## src/rtl/div_pkg.sv

```systemverilog
// Shared types and helpers for the iterative RV32IM divider.
package div_pkg;

  // Encodings match funct3[1:0] of the M-extension divide group.
  typedef enum logic [1:0] {
    OpDiv  = 2'b00,
    OpDivu = 2'b01,
    OpRem  = 2'b10,
    OpRemu = 2'b11
  } div_op_t;

  typedef enum logic [1:0] {
    StIdle = 2'b00,
    StCalc = 2'b01,
    StSign = 2'b10,
    StDone = 2'b11
  } div_state_t;

  // Widest operand abs_val handles; callers truncate back to their own width.
  localparam int unsigned MaxWidth = 64;

  function automatic logic [MaxWidth-1:0] abs_val(input logic [MaxWidth-1:0] val,
                                                  input logic neg);
    return neg ? (~val + 1'b1) : val;
  endfunction

endpackage

```

## src/rtl/div_step.sv

```systemverilog
// One radix-2 restoring division step: shift {rem, quo} left and try to subtract the divisor.
module div_step #(
  parameter int unsigned DATA_WIDTH = 32
) (
  input  logic [DATA_WIDTH-1:0] rem,
  input  logic [DATA_WIDTH-1:0] quo,
  input  logic [DATA_WIDTH-1:0] divisor,
  output logic [DATA_WIDTH-1:0] rem_next,
  output logic [DATA_WIDTH-1:0] quo_next
);

  logic [DATA_WIDTH:0] rem_shift;
  logic [DATA_WIDTH:0] trial;

  // rem < divisor keeps the true difference inside +/-2^W, so bit W is a valid sign.
  always_comb begin
    rem_shift = {rem, quo[DATA_WIDTH-1]};
    trial     = rem_shift - {1'b0, divisor};
    if (!trial[DATA_WIDTH]) begin
      rem_next = trial[DATA_WIDTH-1:0];
      quo_next = {quo[DATA_WIDTH-2:0], 1'b1};
    end else begin
      rem_next = rem_shift[DATA_WIDTH-1:0];
      quo_next = {quo[DATA_WIDTH-2:0], 1'b0};
    end
  end

endmodule

```

## src/rtl/div_rem_seq.sv

```systemverilog
// Iterative DIV/DIVU/REM/REMU unit: one restoring step per clock, special cases in one cycle.
module div_rem_seq
  import div_pkg::*;
#(
  parameter int unsigned DATA_WIDTH = 32
) (
  input  logic                  clk,
  input  logic                  reset,
  input  logic                  start,
  input  logic [1:0]            op,
  input  logic [DATA_WIDTH-1:0] op_a,
  input  logic [DATA_WIDTH-1:0] op_b,
  output logic                  busy,
  output logic                  done,
  output logic [DATA_WIDTH-1:0] result
);

  localparam int unsigned CntW = $clog2(DATA_WIDTH);
  localparam logic [DATA_WIDTH-1:0] MinVal = {1'b1, {(DATA_WIDTH-1){1'b0}}};

  div_state_t            state_q;
  div_op_t               op_q;
  logic                  quo_neg_q, rem_neg_q;
  logic                  busy_q, done_q;
  logic [DATA_WIDTH-1:0] rem_q, quo_q, div_q, result_q;
  logic [CntW-1:0]       cnt_q;

  logic                  op_signed, a_neg, b_neg, is_rem;
  logic                  div_zero, overflow;
  logic [DATA_WIDTH-1:0] special_res, a_mag, b_mag;
  logic [DATA_WIDTH-1:0] rem_next, quo_next, quo_fix, rem_fix;

  assign op_signed = ~op[0];
  assign is_rem    = op[1];
  assign a_neg     = op_signed & op_a[DATA_WIDTH-1];
  assign b_neg     = op_signed & op_b[DATA_WIDTH-1];
  assign div_zero  = (op_b == '0);
  assign overflow  = op_signed && (op_a == MinVal) && (op_b == '1);
  assign a_mag     = DATA_WIDTH'(abs_val(MaxWidth'(op_a), a_neg));
  assign b_mag     = DATA_WIDTH'(abs_val(MaxWidth'(op_b), b_neg));

  // Divide-by-zero wins over overflow; both bypass the iteration.
  always_comb begin
    if (div_zero) begin
      special_res = is_rem ? op_a : '1;
    end else begin
      special_res = is_rem ? '0 : MinVal;
    end
  end

  assign quo_fix = quo_neg_q ? (~quo_q + 1'b1) : quo_q;
  assign rem_fix = rem_neg_q ? (~rem_q + 1'b1) : rem_q;

  div_step #(
    .DATA_WIDTH(DATA_WIDTH)
  ) u_div_step (
    .rem     (rem_q),
    .quo     (quo_q),
    .divisor (div_q),
    .rem_next(rem_next),
    .quo_next(quo_next)
  );

  always_ff @(posedge clk or posedge reset) begin
    if (reset) begin
      state_q   <= StIdle;
      op_q      <= OpDiv;
      quo_neg_q <= 1'b0;
      rem_neg_q <= 1'b0;
      busy_q    <= 1'b0;
      done_q    <= 1'b0;
      rem_q     <= '0;
      quo_q     <= '0;
      div_q     <= '0;
      result_q  <= '0;
      cnt_q     <= '0;
    end else begin
      case (state_q)
        StIdle, StDone: begin
          done_q <= 1'b0;
          if (start) begin
            op_q      <= div_op_t'(op);
            quo_neg_q <= a_neg ^ b_neg;
            rem_neg_q <= a_neg;
            if (div_zero || overflow) begin
              result_q <= special_res;
              done_q   <= 1'b1;
              state_q  <= StDone;
            end else begin
              quo_q   <= a_mag;
              div_q   <= b_mag;
              rem_q   <= '0;
              cnt_q   <= CntW'(DATA_WIDTH - 1);
              busy_q  <= 1'b1;
              state_q <= StCalc;
            end
          end else begin
            state_q <= StIdle;
          end
        end
        StCalc: begin
          rem_q <= rem_next;
          quo_q <= quo_next;
          if (cnt_q == '0) begin
            state_q <= StSign;
          end else begin
            cnt_q <= cnt_q - 1'b1;
          end
        end
        StSign: begin
          result_q <= (op_q == OpRem || op_q == OpRemu) ? rem_fix : quo_fix;
          busy_q   <= 1'b0;
          done_q   <= 1'b1;
          state_q  <= StDone;
        end
        default: state_q <= StIdle;
      endcase
    end
  end

  assign busy   = busy_q;
  assign done   = done_q;
  assign result = result_q;

endmodule
```

## config.mk

```make
export PLATFORM = sky130hd
export DESIGN_NAME = div_rem_seq
export DESIGN_NICKNAME = d
export VERILOG_FILES = /design/src/rtl/div_pkg.sv /design/src/rtl/div_step.sv /design/src/rtl/div_rem_seq.sv
export SDC_FILE = /design/constraint.sdc
export NUM_CORES = 1
export LEC_CHECK = 0
export BUFFER_PORTS_ARGS = -buffer_cell sky130_fd_sc_hd__buf_2
export CAP_MARGIN = 10
export CORE_MARGIN = 10
export CORE_UTILIZATION = 45
export DETAILED_ROUTE_END_ITERATION = 7
export PLACE_DENSITY_LB_ADDON = 0.12
export SLEW_MARGIN = 25
export SYNTH_ARGS = -nofsm -noshare
export SYNTH_HDL_FRONTEND = slang
export SYNTH_HIERARCHICAL = 1
export SYNTH_SLANG_ARGS = --single-unit
export TNS_END_PERCENT = 10
```

## constraint.sdc

```tcl
create_clock -name clk -period 4.2 [get_ports clk]
set_input_delay 0.42 -clock clk [delete_from_list [all_inputs] [get_ports clk]]
set_output_delay 0.42 -clock clk [all_outputs]
set_load 0.01 [all_outputs]
```

==> summary.md <==
| Metric | Value |
|---|---|
| Hold Violations, Final | 0 |
| Setup TNS | 0 ps |
| Total iterations of the first detailed-routing run | 5 |
| Non-Filler Instances | 1768 |
| CTS tree | built |
| Worst VDD drop | 0.468 mV |
| Synth Net Count | 1496 |
| Final Instance Area | 13300 µm² |
| CP required | 4480 ps |
| Die X | 185 µm |
| CTS clk-pin slew, worst paths | 70 ps |
| Clk network pwr share | 13.8% |
| RSZ-0062 raised after global routing | no |
| Dpl cells | 1735 |
| Avg Vias per Cell | 6.09 |
| Synth cell types | 97 |
| Share of the synthesized area in the top cell type | 28.6% |
| Flops & latches, synth | 140 |
| Drc violations | 0 |
| Cts bufs inserted | 17 |
| # rows | 60 |
| Drt first-iter violations | 852 |
| Clock sink count | 140 |
| Layout area overhead | 8.58% |
| Clock skew | 12.6 ps |
| Final Util | 49.6% |
| Largest net degree at the start of global routing | 97 |
| # port buffers | 102 |
| Number of global-route vias before repair | 10500 |
| Avg Cell Area, Syn | 8.86 µm² |
| Total power per unit cell area | 876 nW/µm² |
| Placed inst area | 12700 µm² |
| Sw Ratio | 47.4% |
| DR vias | 10800 |
| CP Max Fanout | 24 |
| Ys async rst share | 100% |
| IO Pins | 103 |
| Internal | 6140 µW |
| Slew @ Worst Pin | 999 ps |
| Root buffer cell | clkbuf_16 |
| Initial antenna violation count | 1 |
| Core box area | 26900 µm² |
| Antenna-violating nets left | 0 |
| Post-Route WL | 37200 µm |
| FF-to-FF Start | quo_q[31]$_DFFE_PP0P_ |
| Seq/Total Area, Yosys | 28.6% |
| Max-cap check violation count | 0 |
| Final #Nets | 1525 |
| Routed wire length per instance | 21.0 µm |
| Critical path arrival | 4110 ps |
| Post-synth top area cell | dfrtp_1 |
| Relative slew slack | 33.4% |
| Leak pwr | 0.00586 µW |
| Worst setup EP type | flip-flop |
| Seq pwr share | 23.1% |
| Adder-cell share of the synthesized area | 4.45% |
| Number of flops mapped to enable cells by yosys | 0 |
| CP startpoint | quo_q[31]$_DFFE_PP0P_ |
| Post-CTS Resized | 0 |
| Post-synthesis xor/xnor area fraction | 9.71% |
| Global-route wire length before repair | 59300 µm |
| Post-Syn Instances | 1384 |
| Initial Util | 45.6% |
| Post-CTS Setup Inserts | 0 |
| Filler Cell Count | 2620 |
| Crit path kind | reg2reg |
| Synth Cell Area | 12300 µm² |
| Final setup viols | 0 |
| Min Tclk post-route | 3820 ps |
| Htree depth | 4 |
| Die height | 185 µm |
| CTS max path bufs | 2 |
| R2R Setup Slk | 380 ps |
| Hold-fix buffers, CTS | 0 |
| Slew Viols, Final | 0 |
| Synth Area in Compound Gates | 23.6% |
| GP Congestion | 0.910 |
| Largest family of logic cells by synthesized area | compound AO/OA/AOI/OAI gates |
| Fmax achieved | 0.261 GHz |
| DP Wirelength | 27500 µm |
| Post-Synth Simple-Gate Area | 16.4% |
| Net Switching | 5530 µW |
| Prevailing post-synth register cell | dfrtp_1 |
| Area of the die | 34300 µm² |
| Startpoint types | flip-flop |
| Tcrit/Tclk final | 91.1% |
| Multiplexer share of the synthesized area | 9.10% |
| Synth Warn # | 6 |
| Min-delay worst type | in2async |
| Worst skew pair latency | 430 ps |
| Synth area leaders | dfrtp_1, xor2_1, mux2_4, o21ai_0, xnor2_1 |
| Gr ovfl total | 0 |
| Status | completed |
| Logic gate share of total power | 63.1% |
| Layout cells sized above 1 | 19.2% |
| Tot GR Track Use | 21.8% |
## final cells by class
cell class	instances	area [µm²]	share of cell area, %
multi-input cells	1052	7770	58.3
clock inverters	12	160	1.20
well taps	341	427	3.20
diodes	1	2.50	0.0188
flip-flops and latches	140	3500	26.3
clock buffers	20	457	3.43
repair buffers	130	721	5.41
inverters	72	283	2.12
## metrics by stage
step	total power [µW]	hold WS [ps]	setup slack [ps]
floorplan	8600	471	27.1
global placement	9950	473	527
detailed placement	10000	480	459
CTS	11700	234	394
global route	12500	245	124
finish	11700	87.7	375
## worst paths after layout
| check | depth (start not counted) | end |
|---|---|---|
| min in group clk | 3 | div_q[12]$_DFFE_PP0P_ |
| hold reg to reg | 1 | result[2]$_DFFE_PP0P_ |
| max in group asynchronous | 3 | cnt_q[0]$_DFFE_PP0P_ |
| setup reg to reg | 15 | rem_q[27]$_DFFE_PP0P_ |
| setup / recovery | 15 | rem_q[27]$_DFFE_PP0P_ |
| hold / removal | 2 | div_q[5]$_DFFE_PP0P_ |
## flip-flops by register name, summed over array words and instances (netlist names)
signal and flops:
quo_q 32, op_q 1, quo_neg_q 1, rem_q 32
state_q 2, rem_neg_q 1, done 1, busy 1
cnt_q 5, div_q 32, result 32
## Yosys cell counts, types with 7 or more instances
cell,instances
nand4_1,25
a21o_1,19
o31ai_1,31
mux2_4,42
dfrtp_1,140
ha_1,42
inv_1,70
nand2b_1,16
o21ai_0,117
o21a_1,7
xnor2_1,63
a31oi_1,21
clkbuf_1,51
nor2b_1,9
xor2_1,73
buf_6,9
or4_1,21
a21oi_1,72
mux2i_1,17
nor2_1,75
o41ai_1,15
mux2_2,19
buf_4,34
o41ai_2,10
nor3_1,33
a22o_1,41
nand2_1,89
buf_2,15
nand3_1,22
nor4_1,14
or3_1,20
mux2_1,7
or2_2,10
a32o_1,14
## power by group through the flow
stage                     clock network (µW)  logic, µW  registers [µW]
after floorplan                            0       6110            2490
after global placement                     0       7270            2680
after detailed placement                   0       7320            2690
after CTS                               1650       7350            2680
after global routing                    1710       8040            2790
final                                   1610       7360            2700
## logic make-up (layout without fill, tap and decap cells)
family | Yosys count | count (layout)
adders and majority gates | 43 | 43
other | 0 | 1
DFF | 140 | 140
muxes | 86 | 86
and+or+nand+nor | 375 | 375
AOI/OAI and AO/OA | 412 | 412
xor gates and xnor gates | 136 | 136
buffers and inverters | 192 | 234
## cell usage in the layout, fill, tap and decap left out, types with 5 or more instances in the layout
master     synthesis  layout
a21o_1            19      19
nor4_1            14      14
ha_1              42      41
o21a_1             7       7
o211ai_1           5       5
or2_2             10      10
a211oi_1           5       5
or3_1             20      20
nand3_1           22      22
inv_1             70      69
mux2i_1           17      17
dfrtp_1          140     140
a32o_1            14      14
buf_4             34      28
nand2_1           89      89
o41ai_2           10      10
clkbuf_16          0      17
a31oi_1           21      21
nor3_1            33      33
mux2_2            19      19
o31ai_1           31      31
o41ai_1           15      15
nor2b_1            9       9
o2bb2ai_1          5       5
xor2_1            73      73
a22o_1            41      41
or4_1             21      21
nor2_1            75      74
and3_1             6       6
a21oi_1           72      71
mux2_1             7       7
mux2_4            42      42
nand4_1           25      25
o21ai_0          117     117
xnor2_1           63      63
buf_2             15     102
nand2b_1          16      16
## metal layers
metal | track usage, % | up-vias | share of wire [%]
met1 | 29.3 | 5319 | 47
met3 | 3.04 | 42 | 4.5
met5 | 0 | - | 0
met2 | 35.9 | 275 | 47
li1 | - | 5125 | -
met4 | 5.20 | 0 | 1.5
## worst max-delay path, stage by stage, from the launching register on
cell	delay, ps
dfrtp_1	420
inv_1	70
ha_1	230
fa_1	420
and2b_1	250
o2111ai_2	130
a21oi_2	250
o2111ai_1	200
a211oi_2	330
nor2_4	100
mux2i_4	330
and2_4	300
inv_8	120
mux2_4	320
o211ai_1	70
o21ai_0	120
Power figures use the tool's default switching activity.
